$ cat src/rtl/rr_grant_arbiter8_pkg.sv
// Shared definitions for the 8-requester round-robin grant arbiter.
// Holds the FSM state encoding, requester count, index width and default hold limit.
// No logic; imported by the arbiter top and its decoder.
package rr_grant_arbiter8_pkg;

  localparam int NUM_REQ      = 8;
  localparam int ID_W         = 3;
  localparam int HOLD_MAX_DEF = 16;

  typedef enum logic {
    IDLE  = 1'b0,
    GRANT = 1'b1
  } arb_state_t;

endpackage

$ cat src/rtl/rr_grant_arbiter8_onehot_dec3.sv
// 3-to-8 one-hot decoder with an enable gate.
// Latency: purely combinational.
// Backpressure: none; output follows inputs.
// Ports: i_idx (index), i_en (gate), o_onehot (decoded select lines, all 0 when gated).
module rr_grant_arbiter8_onehot_dec3
  import rr_grant_arbiter8_pkg::*;
(
  input  logic [ID_W-1:0]    i_idx,
  input  logic               i_en,
  output logic [NUM_REQ-1:0] o_onehot
);

  assign o_onehot = i_en ? (NUM_REQ'(1) << i_idx) : '0;

endmodule

$ cat src/rtl/rr_grant_arbiter8.sv
// Round-robin arbiter sharing one resource among 8 requesters via a one-hot select.
// Latency: req sampled on edge N drives gnt after edge N; one dead cycle between owners.
// Backpressure: the owner holds the grant while its req stays high; no preemption.
// Ports: clk, rst_n (async active-low), en (gates new grants only), req[7:0],
//        gnt[7:0] (one-hot), gnt_id[2:0] (current/last owner), gnt_vld, timeout (revoke pulse).
// Build option ARB_TIMEOUT_EN: bound each grant to HOLD_MAX cycles and pulse timeout on revoke.
module rr_grant_arbiter8
  import rr_grant_arbiter8_pkg::*;
#(
  parameter int HOLD_MAX = HOLD_MAX_DEF,
  parameter int CNT_W    = 8
) (
  input  logic               clk,
  input  logic               rst_n,
  input  logic               en,
  input  logic [NUM_REQ-1:0] req,
  output logic [NUM_REQ-1:0] gnt,
  output logic [ID_W-1:0]    gnt_id,
  output logic               gnt_vld,
  output logic               timeout
);

  arb_state_t      r_state;
  logic [ID_W-1:0] r_ptr;
  logic [ID_W-1:0] r_gnt_id;
  logic            r_gnt_vld;

`ifdef ARB_TIMEOUT_EN
  // r_cnt counts visible grant cycles minus one, so the limit edge sees HOLD_MAX-1.
  localparam logic [CNT_W-1:0] HOLD_LAST = CNT_W'(HOLD_MAX - 1);
  logic [CNT_W-1:0] r_cnt;
  logic             r_timeout;
`endif

  // First requester after p, scanning p+1 .. p+8 with modulo-8 wrap.
  function automatic logic [ID_W-1:0] rr_pick(input logic [NUM_REQ-1:0] r,
                                              input logic [ID_W-1:0]    p);
    logic [ID_W-1:0] idx;
    logic            found;
    rr_pick = p;
    found   = 1'b0;
    for (int i = 1; i <= NUM_REQ; i++) begin
      idx = p + ID_W'(i);
      if (!found && r[idx]) begin
        rr_pick = idx;
        found   = 1'b1;
      end
    end
  endfunction

  always_ff @(posedge clk or negedge rst_n) begin
    if (!rst_n) begin
      r_state   <= IDLE;
      r_ptr     <= ID_W'(NUM_REQ - 1);
      r_gnt_id  <= '0;
      r_gnt_vld <= 1'b0;
`ifdef ARB_TIMEOUT_EN
      r_cnt     <= '0;
      r_timeout <= 1'b0;
`endif
    end else begin
`ifdef ARB_TIMEOUT_EN
      r_timeout <= 1'b0;
`endif
      case (r_state)
        IDLE: begin
          if (en && (req != '0)) begin
            r_gnt_id  <= rr_pick(req, r_ptr);
            r_gnt_vld <= 1'b1;
            r_state   <= GRANT;
`ifdef ARB_TIMEOUT_EN
            r_cnt     <= '0;
`endif
          end
        end
        GRANT: begin
          // Normal release wins over a timeout on the same edge.
          if (!req[r_gnt_id]) begin
            r_gnt_vld <= 1'b0;
            r_ptr     <= r_gnt_id;
            r_state   <= IDLE;
          end
`ifdef ARB_TIMEOUT_EN
          else if (r_cnt == HOLD_LAST) begin
            r_gnt_vld <= 1'b0;
            r_ptr     <= r_gnt_id;
            r_timeout <= 1'b1;
            r_state   <= IDLE;
          end else begin
            r_cnt <= r_cnt + 1'b1;
          end
`endif
        end
      endcase
    end
  end

`ifdef ARB_TIMEOUT_EN
  assign timeout = r_timeout;
`else
  // Hold-limit parameters only matter when timeouts are built in.
  logic w_unused_cfg;
  assign w_unused_cfg = ^{32'(HOLD_MAX), 32'(CNT_W)};
  assign timeout      = 1'b0;
`endif

  assign gnt_id  = r_gnt_id;
  assign gnt_vld = r_gnt_vld;

  // Grant lines come only from registered state, so at most one is ever high.
  rr_grant_arbiter8_onehot_dec3 u_gnt_dec (
    .i_idx    (r_gnt_id),
    .i_en     (r_gnt_vld),
    .o_onehot (gnt)
  );

endmodule

$ cat config.mk
export PLATFORM = sky130hd
export DESIGN_NAME = rr_grant_arbiter8
export DESIGN_NICKNAME = d
export VERILOG_FILES = /design/src/rtl/rr_grant_arbiter8_pkg.sv /design/src/rtl/rr_grant_arbiter8_onehot_dec3.sv /design/src/rtl/rr_grant_arbiter8.sv
export SDC_FILE = /design/constraint.sdc
export NUM_CORES = 1
export LEC_CHECK = 0
export CELL_PAD_IN_SITES_DETAIL_PLACEMENT = 1
export CELL_PAD_IN_SITES_GLOBAL_PLACEMENT = 1
export CORE_AREA = 2 2 60 62
export DETAILED_ROUTE_END_ITERATION = 10
export DIE_AREA = 0 0 62 64
export MAX_ROUTING_LAYER = met4
export PLACE_DENSITY = 0.91
export SYNTH_ARGS = -nofsm -noshare
export SYNTH_HDL_FRONTEND = slang
export SYNTH_SLANG_ARGS = --single-unit
$ cat constraint.sdc
create_clock -name clk -period 8.7 [get_ports clk]
set_clock_uncertainty 0.05 [all_clocks]
set_input_delay 1.305 -clock clk [delete_from_list [all_inputs] [get_ports clk]]
set_output_delay 1.305 -clock clk [all_outputs]
set_load 0.01 [all_outputs]
-- Yosys cells after proc, flatten, opt, wreduce, memory -nomap -nowiden
Index checks and enable logic that the tools add are counted.
Widths: inputs -> output; s select.
- output and inout port bits: 13
- flip-flop bits (word level): 8
- word-level logic and storage cells: 98
- input bits: 11
- bitwise operators: 2
- reductions and logical operators: 19
- magnitude comparators: 9
- $add $sub $neg: 7
- muxes and demuxes: 54
- equality and inequality tests: 2
- shift operators: 1
- operator list (kind ; count):
    $lt 3x4->1 const B ; 9
    $mux 1 ; 34
    $bmux 1 s3 ; 9
    $mux 3 ; 8
    $add 3x3->3 const B ; 4
    $logic_and 1x1->1 ; 8
    $mux 8 ; 1
    $reduce_bool 8->1 ; 1
    $shl 1x3->8 const A ; 1
    $logic_not 1->1 ; 7
    $add 3x2->3 const B ; 2
    $reduce_and 2->1 ; 3
    $ne 2x2->1 const B ; 2
    $pmux 1 s2 ; 2
    $add 3x1->3 const B ; 1
    $not 1->1 ; 2

-- Logic depth before layout (Yosys ltp)
- word-level depth: 39
- mapped depth: 12
- depth with buffers taken out: 9

-- By module
From an unflattened synthesis, not the netlist that was laid out.
- cells, all modules: 150
- area, all modules: 1423.9 µm²
- by module, submodules not included (module ; instances ; seq. area each (µm²) ; area each (µm²) ; cells an instance):
    rr_grant_arbiter8 ; 1 ; 203.9 ; 1328.8 ; 142
    rr_grant_arbiter8_onehot_dec3 ; 1 ; 0.0 ; 95.1 ; 8

-- Worst setup path before layout
Ideal clock, no wire load.
- kind: in2reg
- from: in req[6]
- to: reg r_gnt_id[1], in the netlist gnt_id[1]
- stages on the path: 7
- library setup time: 0.082 ns
- path buffers: 0
- setup slack: 5.477 ns
- required time: 8.568 ns
- arrival: 3.091 ns
- cell sequence: mux4_2 -> mux2_2 -> or2_4 -> nor3_4 -> a41oi_2 -> a221o_1 -> a31oi_1
- cells in the longest elaborated chain, start to end: 38
- elaborated cells between the ends (all ways): 62
- classes of those cells: 45 x mux; 17 x reduce/logical
- ends and longest elaborated chain (what ; line ; source):
    from (decl) ; rr_grant_arbiter8.sv:16 ; input logic [NUM_REQ-1:0] req,
    $bmux 1 s3 ; rr_grant_arbiter8.sv:44 ; if (!found && r[idx]) begin
    $mux 1 (not written as such) ; rr_grant_arbiter8.sv:44 ;
    $mux 1 ; rr_grant_arbiter8.sv:44 ;
    $mux 1 ; rr_grant_arbiter8.sv:67 ; if (en && (req != '0)) begin
    $mux 1 ; rr_grant_arbiter8.sv:65 ; case (r_state)
    $logic_not 1->1 ; rr_grant_arbiter8.sv:44 ;
    $logic_and 1x1->1 ; rr_grant_arbiter8.sv:44 ;
    $mux 1 ; rr_grant_arbiter8.sv:44 ;
    [... 22 more ...] ; -- ;
    $logic_not 1->1 ; rr_grant_arbiter8.sv:44 ;
    $logic_and 1x1->1 ; rr_grant_arbiter8.sv:44 ;
    $mux 1 ; rr_grant_arbiter8.sv:44 ;
    $mux 1 ; rr_grant_arbiter8.sv:67 ;
    $mux 1 ; rr_grant_arbiter8.sv:65 ;
    $logic_not 1->1 ; rr_grant_arbiter8.sv:44 ;
    $logic_and 1x1->1 ; rr_grant_arbiter8.sv:44 ;
    $mux 3 ; rr_grant_arbiter8.sv:44 ;
    to (signal assigned) ; rr_grant_arbiter8.sv:68 ; r_gnt_id <= rr_pick(req, r_ptr);
    to (decl) ; rr_grant_arbiter8.sv:25 ; logic [ID_W-1:0] r_gnt_id;
Several ways; a longest one is shown, not always the timed one. The select of a mux whose other input is x is not followed.
A chain may end at the register's enable or synchronous reset.

-- Worst setup path after layout
- from: in req[0]
- to: reg r_gnt_id[1], in the netlist gnt_id[1]
Same word-level chain as after synthesis.

==> flow_summary.ini <==
[layout]
regArea_um2 = 203.9
antenna_cells = 0
fill_cells = 366
nNetsFinal = 175
finish.utilization = 0.5059
drive_above_1_share = 0.2609
multiInputGateArea_um2 = 1135
syn2layout_area_growth_pct = 17.21
instances_no_fill = 207

[cts]
clock_latency_ns = 0.26
path_clk_slew_ns = 0.06
clockRootBuffer = clkbuf_4
cts_buffers = 3
cts_tree = done
postCtsSetupBuffers = 0
htreeDepth = 1
cts-hold-fix-buffers = 0
clock-sinks = 8
cts_buffer_depth = 2
cts_resized = 0

[die]
io_pins = 24
dieWidth_um = 62
dieArea_um2 = 3968
start_util = 0.4316
row_count = 21
die_y_um = 64
core_area_um2 = 3284

[timing]
maxSlewHeadroom = 0.6061
max_freq_mhz = 264.2
maxSlewViolCount = 0
setup_violations = 0
tightest_slew_ns = 0.5909
rsz0062_at_grt = no
final_hold_viol_count = 0
fin_tns_setup_ns = 0
finalCritPeriodShare = 0.4350
fin_crit_ns = 3.785

[hold_path]
holdPathEnd = r_state$_DFF_PN0_
min_path_cells = 1
hold_path.class = register to register
min_from = r_state$_DFF_PN0_

[synthesis]
synth.top_cell.area_share = 0.2224
yosys-top-cells-count = mux4_2, nand2_1, mux2_2
synth-warning-count = 0
yosys_register_bits = 8
synth_nets = 159
synth_area_leaders = mux4_2, dfrtp_1, mux2_2, mux2i_1, dfstp_2
yosysUniqueCellTypes = 44
synthCells = 146
synth_top_cell_by_area = mux4_2
avgSynthCellArea_um2 = 9.710
synth_area_um2 = 1418
synth_enable_flop_cells = 0
async_flop_share = 1.000
ys.flop_type = dfrtp_1
synth.most_common_cell = mux4_2
synth_seq_area_share = 0.1439

[route]
drtIter0Drc = 22
viasPerCell = 6.121
route.vias.total = 1267
route.met3.wl_um = 71
drc = 0
routed_wl_um = 4093
drt-wirelength-per-cell_um = 19.77
wl_met2_um = 2155
routedLengthMet1_um = 1804
highest_layer = met4
final_antenna_net_count = 0
firstDrtPassIters = 4

[critical_path]
cp.required_ns = 8.83
cp.arrival_ns = 3.92
rr_worst_depth = 9
critical_path_class = primary input to register
worstSetupStartpointType = primary input
end_kind = register
r2r_setup_slack_ns = 4.93
r2r_end = gnt_id[1]$_DFFE_PN0P_
crit_start = req[0]
cpPeakStageDelay_ns = 0.60
r2r-start = r_ptr[0]$_DFFE_PN1P_
crit_slowest_cell = mux4_2
path_max_fanout = 9
cp_cell_sequence = clkdlybuf4s50_1 -> mux4_2 -> mux2i_4 -> nand4_2 -> nor3_4 -> a41oi_2 -> a221o_1 -> a31oi_1

[grt]
grt_max_degree = 20
grt_overflow = 0
grt_pass1_vias = 1353
grt_pass1_wl_um = 6982
antenna_found_initial = 0
grt.total_usage = 0.2407

[place]
port_buffers = 22
dp_hpwl_um = 3174
place_congestion = 0.9832
dp.cells = 203

[run]
cap_violations = 0

[outcome]
status = finished, final reports clean
[worst max path at each step]
stage | cells after the start | endpoint
floorplan | 7 | gnt_id[1]$_DFFE_PN0P_
global placement | 8 | gnt_id[1]$_DFFE_PN0P_
detailed placement | 8 | gnt_id[1]$_DFFE_PN0P_
CTS | 8 | gnt_id[1]$_DFFE_PN0P_
global route | 9 | gnt_id[1]$_DFFE_PN0P_
finish | 8 | gnt_id[1]$_DFFE_PN0P_
[registers in the layout, indices dropped and copies added (netlist names)]
| name | cells |
|---|---|
| gnt_id | 3 |
| r_ptr | 3 |
| r_state | 1 |
| gnt_vld | 1 |
[cell usage in the layout (no fill, tap or decap), types with 4 or more instances in the layout]
cell type,synthesis,routed
a21oi_1,4,4
mux2i_1,9,9
nand2_1,13,13
clkdlybuf4s50_1,0,22
nand2b_1,4,4
nor3_1,4,4
dfrtp_1,5,5
inv_1,5,5
mux2_2,11,11
mux4_2,14,14
nor2_1,10,10
nand3_1,6,6
o21ai_0,5,5
[final cells by class]
type	count	area share
clock buffer	4	0.01581
inverter	5	0.01130
multi-input combinational	122	0.6830
sequential	8	0.1227
tap	46	0.03464
timing repair buffer	22	0.1325
[critical path, delay by kind of cell]
kind / cells / cell delay, ns
simple gates: 2 / 0.58
buf+inv: 1 / 0.56
mux: 2 / 0.88
compound gates: 3 / 0.59
[layer usage]
layer / GRT usage / vias up
met5: - / -
met4: 0.05319 / 0
met3: 0.03441 / 6
met2: 0.3958 / 30
met1: 0.3090 / 644
li1: - / 587
[stage by stage]
| step | setup WS [ns] | hold WS, ns | area (um^2) |
|---|---|---|---|
| 6_report | 4.915 | 0.4465 | 1662 |
| 5_1_grt | 4.724 | 0.4772 | 1662 |
| 4_1_cts | 4.930 | 0.4483 | 1662 |
| 3_5_place_dp | 4.662 | 0.4368 | 1635 |
| 3_3_place_gp | 4.793 | 0.4104 | 1635 |
| 2_1_floorplan | 5.477 | 0.3997 | 1418 |
[cells by family (layout without fill, tap and decap cells)]
group / after synthesis / after routing / synth area share
flops: 8 / 8 / 0.1439
xor+xnor: 4 / 4 / 0.03531
mux: 37 / 37 / 0.4157
simple gates: 51 / 51 / 0.1906
fa+ha+maj: 2 / 2 / 0.01765
buf+inv: 16 / 31 / 0.05560
compound gates: 27 / 27 / 0.1386
other cells: 1 / 1 / 0.002645
Power is left out: the tool's default activity adds up to more than one toggle a clock period on the data nets, which glitch-free logic cannot reach.
